File: config.mk
export PLATFORM = sky130hd
export DESIGN_NAME = exec_wb_stage
export DESIGN_NICKNAME = d
export VERILOG_FILES = /design/src/rtl/exec_pkg.sv /design/src/rtl/exec_alu.sv /design/src/rtl/exec_wb_stage.sv
export SDC_FILE = /design/constraint.sdc
export NUM_CORES = 1
export LEC_CHECK = 0
export BUFFER_PORTS_ARGS = -buffer_cell sky130_fd_sc_hd__buf_4
export CAP_MARGIN = 20
export CORE_MARGIN = 5
export CORE_UTILIZATION = 58
export CTS_CLUSTER_DIAMETER = 50
export DETAILED_ROUTE_END_ITERATION = 10
export PLACE_DENSITY_LB_ADDON = 0.08
export SLEW_MARGIN = 10
export SYNTH_ARGS = -nofsm -noshare
export SYNTH_HDL_FRONTEND = slang
export SYNTH_SLANG_ARGS = --single-unit
File: constraint.sdc
create_clock -name clk -period 3.1 [get_ports clk]
set_input_delay 0.775 -clock clk [delete_from_list [all_inputs] [get_ports clk]]
set_output_delay 0.775 -clock clk [all_outputs]
set_load 0.01 [all_outputs]
File: src/rtl/exec_pkg.sv
// Shared definitions for the execute/writeback stage: op encodings,
// FSM state type and default widths matching the 2R/1W register file.
// Optional feature macro: EXEC_MUL_EN (iterative multiplier for op 7).
package exec_pkg;

  localparam int EXEC_DATA_W = 8;
  localparam int EXEC_ADDR_W = 2;

  localparam logic [2:0] OP_ADD  = 3'd0;
  localparam logic [2:0] OP_SUB  = 3'd1;
  localparam logic [2:0] OP_AND  = 3'd2;
  localparam logic [2:0] OP_OR   = 3'd3;
  localparam logic [2:0] OP_XOR  = 3'd4;
  localparam logic [2:0] OP_SHL1 = 3'd5;
  localparam logic [2:0] OP_MOV  = 3'd6;
  localparam logic [2:0] OP_MUL  = 3'd7;

  typedef enum logic [1:0] {
    ST_IDLE = 2'd0,
    ST_ALU  = 2'd1,
    ST_MUL  = 2'd2
  } exec_state_e;

endpackage

File: src/rtl/exec_alu.sv
// Combinational single-cycle ALU. Op 7 falls through to MOV here; when the
// iterative multiplier is built in, op 7 never reaches this unit's output.
module exec_alu
  import exec_pkg::*;
#(
  parameter int DATA_W = EXEC_DATA_W
) (
  input  logic [2:0]        op,
  input  logic [DATA_W-1:0] a,
  input  logic [DATA_W-1:0] b,
  output logic [DATA_W-1:0] result,
  output logic              carry
);

  logic [DATA_W:0] sum_ext;
  logic [DATA_W:0] diff_ext;

  // Extra MSB holds carry-out for ADD and borrow (a < b) for SUB.
  assign sum_ext  = {1'b0, a} + {1'b0, b};
  assign diff_ext = {1'b0, a} - {1'b0, b};

  // Result and carry select by op; carry is 0 for logical ops and MOV.
  always_comb begin
    result = a;
    carry  = 1'b0;
    case (op)
      OP_ADD: begin
        result = sum_ext[DATA_W-1:0];
        carry  = sum_ext[DATA_W];
      end
      OP_SUB: begin
        result = diff_ext[DATA_W-1:0];
        carry  = diff_ext[DATA_W];
      end
      OP_AND:  result = a & b;
      OP_OR:   result = a | b;
      OP_XOR:  result = a ^ b;
      OP_SHL1: begin
        result = {a[DATA_W-2:0], 1'b0};
        carry  = a[DATA_W-1];
      end
      default: begin
        result = a;
        carry  = 1'b0;
      end
    endcase
  end

endmodule

File: src/rtl/exec_wb_stage.sv
// Execute/writeback stage sitting below the 2R/1W register file.
// p0 = accept cycle (operand read + forwarding), p1 = EX, then WB registers.
// Optional feature macro: EXEC_MUL_EN -- op 7 runs as an iterative
// shift-add multiply; without it op 7 behaves as MOV and in_ready is tied 1.
module exec_wb_stage
  import exec_pkg::*;
#(
  parameter int DATA_W = EXEC_DATA_W,
  parameter int ADDR_W = EXEC_ADDR_W
) (
  input  logic              clk,
  input  logic              rst,
  input  logic              in_valid,
  output logic              in_ready,
  input  logic [2:0]        in_op,
  input  logic [ADDR_W-1:0] in_rd,
  input  logic [ADDR_W-1:0] in_rs0,
  input  logic [ADDR_W-1:0] in_rs1,
  output logic [ADDR_W-1:0] raddr0,
  output logic [ADDR_W-1:0] raddr1,
  input  logic [DATA_W-1:0] rdata0,
  input  logic [DATA_W-1:0] rdata1,
  output logic [ADDR_W-1:0] waddr,
  output logic [DATA_W-1:0] wdata,
  output logic              wren,
  output logic              flag_z,
  output logic              flag_c,
  output logic              busy
);

  exec_state_e       state;
  logic              accept_p0;
  logic [DATA_W-1:0] opa_p0;
  logic [DATA_W-1:0] opb_p0;
  logic [2:0]        op_p1;
  logic [ADDR_W-1:0] rd_p1;
  logic [DATA_W-1:0] a_p1;
  logic [DATA_W-1:0] b_p1;
  logic              vld_p1;
  logic [DATA_W-1:0] alu_res_p1;
  logic              alu_c_p1;

`ifdef EXEC_MUL_EN
  localparam int CNT_W = (DATA_W > 1) ? $clog2(DATA_W) : 1;
  localparam logic [CNT_W-1:0] CNT_LAST = CNT_W'(DATA_W - 1);

  logic [CNT_W-1:0]  mul_cnt;
  logic [DATA_W-1:0] mul_acc;
  logic [DATA_W-1:0] mul_sum;

  // One shifted copy of the multiplicand per set multiplier bit, truncated
  // to DATA_W so the running sum stays modulo 2^DATA_W.
  function automatic logic [DATA_W-1:0] partial_product(
    input logic [DATA_W-1:0] a,
    input logic              bit_b,
    input logic [CNT_W-1:0]  sh
  );
    return bit_b ? (a << sh) : '0;
  endfunction

  assign mul_sum  = mul_acc + partial_product(a_p1, b_p1[mul_cnt], mul_cnt);
  assign in_ready = (state != ST_MUL);
`else
  assign in_ready = 1'b1;
`endif

  assign raddr0    = in_rs0;
  assign raddr1    = in_rs1;
  assign busy      = (state != ST_IDLE);
  assign accept_p0 = in_valid & in_ready;
  // Only a single-cycle op in EX has a result ready to forward.
  assign vld_p1    = (state == ST_ALU);

  // Forwarding priority: newest (EX) over WB over register file contents.
  assign opa_p0 = (vld_p1 && (rd_p1 == in_rs0)) ? alu_res_p1 :
                  (wren && (waddr == in_rs0))   ? wdata      : rdata0;
  assign opb_p0 = (vld_p1 && (rd_p1 == in_rs1)) ? alu_res_p1 :
                  (wren && (waddr == in_rs1))   ? wdata      : rdata1;

  // ---- p0 -> p1: latch op, destination and forwarded operands on accept
  always_ff @(posedge clk) begin
    if (accept_p0) begin
      op_p1 <= in_op;
      rd_p1 <= in_rd;
      a_p1  <= opa_p0;
      b_p1  <= opb_p0;
    end
  end

  exec_alu #(
    .DATA_W (DATA_W)
  ) u_alu (
    .op     (op_p1),
    .a      (a_p1),
    .b      (b_p1),
    .result (alu_res_p1),
    .carry  (alu_c_p1)
  );

  // ---- p1 -> WB: FSM, multiplier iteration and registered writeback/flags
  always_ff @(posedge clk) begin
    if (rst) begin
      state  <= ST_IDLE;
      wren   <= 1'b0;
      waddr  <= '0;
      wdata  <= '0;
      flag_z <= 1'b0;
      flag_c <= 1'b0;
`ifdef EXEC_MUL_EN
      mul_cnt <= '0;
`endif
    end else begin
      wren <= 1'b0;
      case (state)
        ST_ALU: begin
          waddr  <= rd_p1;
          wdata  <= alu_res_p1;
          wren   <= 1'b1;
          flag_z <= (alu_res_p1 == '0);
          flag_c <= alu_c_p1;
        end
`ifdef EXEC_MUL_EN
        ST_MUL: begin
          mul_acc <= mul_sum;
          mul_cnt <= mul_cnt + CNT_W'(1);
          if (mul_cnt == CNT_LAST) begin
            waddr  <= rd_p1;
            wdata  <= mul_sum;
            wren   <= 1'b1;
            flag_z <= (mul_sum == '0);
            flag_c <= 1'b0;
          end
        end
`endif
        default: ;
      endcase

`ifdef EXEC_MUL_EN
      if (state == ST_MUL) begin
        if (mul_cnt == CNT_LAST) begin
          state <= ST_IDLE;
        end
      end else if (accept_p0) begin
        state   <= (in_op == OP_MUL) ? ST_MUL : ST_ALU;
        mul_cnt <= '0;
        mul_acc <= '0;
      end else begin
        state <= ST_IDLE;
      end
`else
      state <= accept_p0 ? ST_ALU : ST_IDLE;
`endif
    end
  end

endmodule

After elaboration in Yosys (flattened, before gate mapping)
Index checks and enable logic that the tools add are counted.
{"block": "totals", "reg_bits": 36, "input_bits": 28, "out_inout_bits": 19, "elab_cells": 40}
{"block": "classes", "n_addsub": 2, "eq_ne": 10, "n_mux": 8, "n_bitwise": 3, "n_reduce_logical": 7}
{"operator": "case mux 8 bit (6 select lines)", "count": 1}
{"operator": "two-way mux 8 bit", "count": 4}
{"operator": "adder 8 x 8 -> 9 bit", "count": 1}
{"operator": "subtractor 8 x 8 -> 9 bit", "count": 1}
{"operator": "AND 8 bit", "count": 1}
{"operator": "== test 2 bit", "count": 4}
{"operator": "zero test 8 bit", "count": 1}
{"operator": "OR 8 bit", "count": 1}
{"operator": "bitwise XOR 8 bit", "count": 1}
{"operator": "== test 3 x 2 -> 1 bit (second input constant)", "count": 2}
{"operator": "== test 3 bit (second input constant)", "count": 2}
{"operator": "logical AND 1 bit", "count": 4}
{"operator": "== test 3 x 1 -> 1 bit (second input constant)", "count": 1}
{"operator": "zero test 3 bit", "count": 1}
{"operator": "case mux 1 bit (3 select lines)", "count": 1}
{"operator": "== test 2 x 1 -> 1 bit (second input constant)", "count": 1}
{"operator": "two-way mux 1 bit", "count": 2}
{"operator": "nonzero test 2 bit", "count": 1}

Logic depth before layout (Yosys ltp)
{"block": "logic_depth", "depth_word": 4, "mapped_depth": 10}

Cells and area by module
Synthesis repeated with hierarchy kept, for this count alone.
{"block": "unflattened", "cells_unflattened": 374, "area_unflattened_um2": 3256.9}
{"module": "exec_wb_stage", "n_inst": 1, "cells_per_inst": 162, "area_per_inst_um2": 1774.2, "seq_area_each_um2": 910.9}
{"module": "exec_alu", "n_inst": 1, "cells_per_inst": 212, "area_per_inst_um2": 1482.7, "seq_area_each_um2": 0.0}

Worst setup path before layout
No wires, ideal clock.
{"block": "synth_timing", "path_type": "reg2reg", "startpoint": "reg a_p1[1]", "endpoint": "reg flag_z", "setup_time_ps": 59, "arrival_time_ps": 2314, "required_time_ps": 3041, "slack_ps": 728, "stages_incl_launch_ff": 10, "n_path_buf": 0, "period_less_slack_ps": 2372, "path_cell_list": "edfxtp_1 inv_1 ha_1 a211oi_1 or4_1 nand4_1 a211o_2 o32a_2 nor4_1 a31o_1"}
{"block": "synth_between", "elab_chain_len": 3, "word_cells_on_any_way": 7}
{"item": "start, declared", "line": "exec_wb_stage.sv:37", "rtl": "logic [DATA_W-1:0] a_p1;"}
{"item": "start signal, assigned", "line": "exec_wb_stage.sv:85", "rtl": "a_p1 <= opa_p0;"}
{"item": "subtractor 8 x 8 -> 9 bit, or another cell as far along", "line": "exec_alu.sv:20", "rtl": "assign diff_ext = {1'b0, a} - {1'b0, b};"}
{"item": "case mux 8 bit (6 select lines) *", "line": "exec_alu.sv:26", "rtl": "case (op)"}
{"item": "zero test 8 bit *", "line": "exec_wb_stage.sv:119", "rtl": "flag_z <= (alu_res_p1 == '0);"}
{"item": "end signal, assigned", "line": "exec_wb_stage.sv:119"}
{"item": "end, declared", "line": "exec_wb_stage.sv:26", "rtl": "output logic flag_z,"}
Mark *: on every way between the ends. The rest lies on a longest branch, timed or not.
A chain may end at the register's enable or synchronous reset.

Worst setup path after layout
{"block": "layout_timing", "startpoint": "reg b_p1[0]", "endpoint": "reg flag_z"}
{"block": "layout_between", "elab_chain_len": 3, "word_cells_on_any_way": 7}
{"item": "start, declared", "line": "exec_wb_stage.sv:38", "rtl": "logic [DATA_W-1:0] b_p1;"}
{"item": "start signal, assigned", "line": "exec_wb_stage.sv:86", "rtl": "b_p1 <= opb_p0;"}
{"item": "subtractor 8 x 8 -> 9 bit, or another cell as far along", "line": "exec_alu.sv:20"}
{"item": "case mux 8 bit (6 select lines) *", "line": "exec_alu.sv:26"}
{"item": "zero test 8 bit *", "line": "exec_wb_stage.sv:119"}
Marked as above.

==> impl_results.md <==
* Status: finished clean
* Minimum clock period at 2.74 ns
* Core Region at 5040 sq um
* Max-slew violation count at 0
* Relative slew margins at 52.3%
* # hold bufs at CTS at 0
* Multi-input gate area in the final layout at 1830 sq um
* H-tree depth at 2
* CP endpoint kind: flip-flop
* Full die area at 6640 sq um
* Leading cell type in the layout, fill and taps excluded: buf_4
* Worst setup margin at 0.357 ns
* #FFs+latches synth at 35
* Max capacitance violation total at 0
* Finished Layout Cells at 448
* Most used DFF post-synth: edfxtp_1
* Starting density of the core at 58.8%
* Clock Skew at 0.00970 ns
* RePlAce Congestion at 0.931
* Worst r2r src: b_p1[0]$_DFFE_PP_
* I/O pins at 47
* Hold Slack at 0.508 ns
* Initial DRC Count at 180
* Depth of the most critical reg-to-reg path at 9
* Post-synth design cell area at 2970 sq um
* Final setup TNS at 0 ns
* Clk_lat worst skew at 0.29 ns
* DRC errors left at 0
* Buffer count from post-CTS setup fixing at 0
* Worst Hold Class: reg2reg
* Gate Count Post-Synth at 342
* CTS buffer count at 5
* Seq/Total Area, Yosys at 30.7%
* Post-cts repair resize count at 0
* Layout area overhead at 14.2%
* ANT cells at 0
* Required @ worst endpoint at 3.29 ns
* Final net count at 432
* Site row count at 26
* Synth warnings at 0
* Least-Margin Pin Slew at 0.708 ns
* Ys async rst share at 0%
* CTS tree: built
* Drt wl/cell at 16.6 um
* Post-DRT Antenna Nets at 0
* Initial antenna violation count at 0
* Peak Freq at 365 MHz
* Cell depth of the worst hold path at 1
* Reg2reg setup slack at 0.36 ns
* Final setup fails at 0
* Pwr Density at 407 nW/um^2
* Height of the die at 81.5 um
* First-pass GRT wire length at 12500 um
* Gr usage total at 24.0%
* Vias/cell at 5.86
* Final hold vios at 0
* Worst slack at placement at 0.435 ns
* Die Span X at 81.5 um
* Mean Syn Cell Area at 8.67 sq um
* HP Start: flag_c$_SDFFE_PP0P_
* Clk root buf: clkbuf_8
* Worst-path fanout max at 4
* Leakage at 1.48 nW
* Critical path class: reg2reg
* CTS Sinks at 35
* Vias in the first global route at 2603
* Most frequent cells in the layout: buf_4 (50), nor2_1 (31), inv_1 (26)
* DR pass1 iterations at 5
* Port Buf Inserts at 45
* RSZ-0062 raised after global routing: false
* Syn nets at 397
* Reg area at 911 sq um
* Crit path arrival time at 2.93 ns
* R2r endpoint: flag_z$_SDFFE_PP0P_
* Worst-path clk slew at 0.08 ns
* Final wirelength at 7420 um
* Total number of vias at 2625
* Layout cells sized above 1 at 19.8%
* Tcrit/Tclk final at 88.5%
* Worst Hold End: flag_c$_SDFFE_PP0P_
* Yosys cell types at 60
* Hpwl dp at 5720 um
* Largest net degree at the start of global routing at 23
* Maximum vdd ir drop at 359 uV
* Startpoint types: flip-flop
* Post-synth EDFFs at 21
* Fill cell count at 452
* Placed cell count at 440
* Max clock buf depth at 2
* Overflow after GRT at 0
==> cells in the mapped netlist (7+ instances only) <==
master     n  area [sq um]
nor3_1    11          55.1
o21ai_0   24           120
a211oi_1   7          52.6
xnor2_1   12           105
inv_1     26          97.6
ha_1      25           313
edfxtp_1  21           631
a21oi_1   24           120
nor2b_1    8          50.1
clkbuf_1   7          26.3
dfxtp_1   14           280
nand2_1   24          90.1
nor2_1    31           116
nand3_1    7          35.0
buf_4      8          60.1
mux2_2    10           113
mux2i_1   11           110
==> kinds of logic after synthesis <==
kind of cell | Yosys count | synth area share, %
muxes | 22 | 8.27
DFF | 35 | 30.7
adders and majority gates | 27 | 11.9
buffers and inverters | 49 | 7.68
AOI/OAI and AO/OA | 97 | 21.8
other | 1 | 0.126
and+or+nand+nor | 98 | 15.7
xor gates and xnor gates | 13 | 3.84
==> worst max path at each step <==
stage	startpoint	slack [ns]	end	cells past startpoint
detailed placement	a_p1[0]$_DFFE_PP_	0.44	flag_z$_SDFFE_PP0P_	9
global route	a_p1[4]$_DFFE_PP_	0.18	a_p1[5]$_DFFE_PP_	8
floorplan	a_p1[1]$_DFFE_PP_	0.73	flag_z$_SDFFE_PP0P_	9
finish	b_p1[0]$_DFFE_PP_	0.36	flag_z$_SDFFE_PP0P_	9
CTS	a_p1[1]$_DFFE_PP_	0.42	flag_z$_SDFFE_PP0P_	9
global placement	a_p1[1]$_DFFE_PP_	0.47	flag_z$_SDFFE_PP0P_	9
==> through the flow <==
step	instance area, sq um	total power, mW	utilization, %
floorplan	2970	0.911	-
global placement	3300	1.04	65.5
detailed placement	3300	1.05	65.5
CTS	3390	1.37	67.1
global route	3390	1.46	67.1
finish	3390	1.38	67.1
==> per-layer routing <==
metal  vias up  part of all wire, %  global-route usage, %
met3         8                  6.5                   4.50
li1       1299                    -                      -
met5         -                    0                      0
met4         0                 0.80                   5.74
met1      1210                   47                   32.9
met2       108                   46                   38.9
==> state kept, by name, indices dropped and copies added (netlist names) <==
name,cells
wren,1
a_p1,8
flag_z,1
wdata,8
flag_c,1
waddr,2
op_p1,3
b_p1,8
state,1
rd_p1,2
==> report_power, final <==
| group | internal, mW | leakage, nW | switching (mW) |
|---|---|---|---|
| clock network | 0.158 | 0.0455 | 0.170 |
| registers | 0.533 | 0.321 | 0.0486 |
| logic | 0.208 | 1.12 | 0.262 |
| total | 0.898 | 1.48 | 0.480 |
==> critical path: stages (launching register included) <==
cell      delay (ns)
edfxtp_1        0.43
ha_1            0.27
fa_1            0.41
a211oi_1        0.29
nor2_1          0.13
a21boi_0        0.26
a21oi_1         0.11
a31oi_1         0.39
nor4_1          0.12
a31o_1          0.24
==> cell type report <==
class                   instances  area share [%]
multi-input cells             258            54.0
flip-flops and latches         35            26.9
repair buffers                 50            11.1
inverters                      27            2.99
well taps                      70            2.59
clock buffers                   6            2.14
clock inverters                 2           0.333
(Power assumes the default switching activity.)
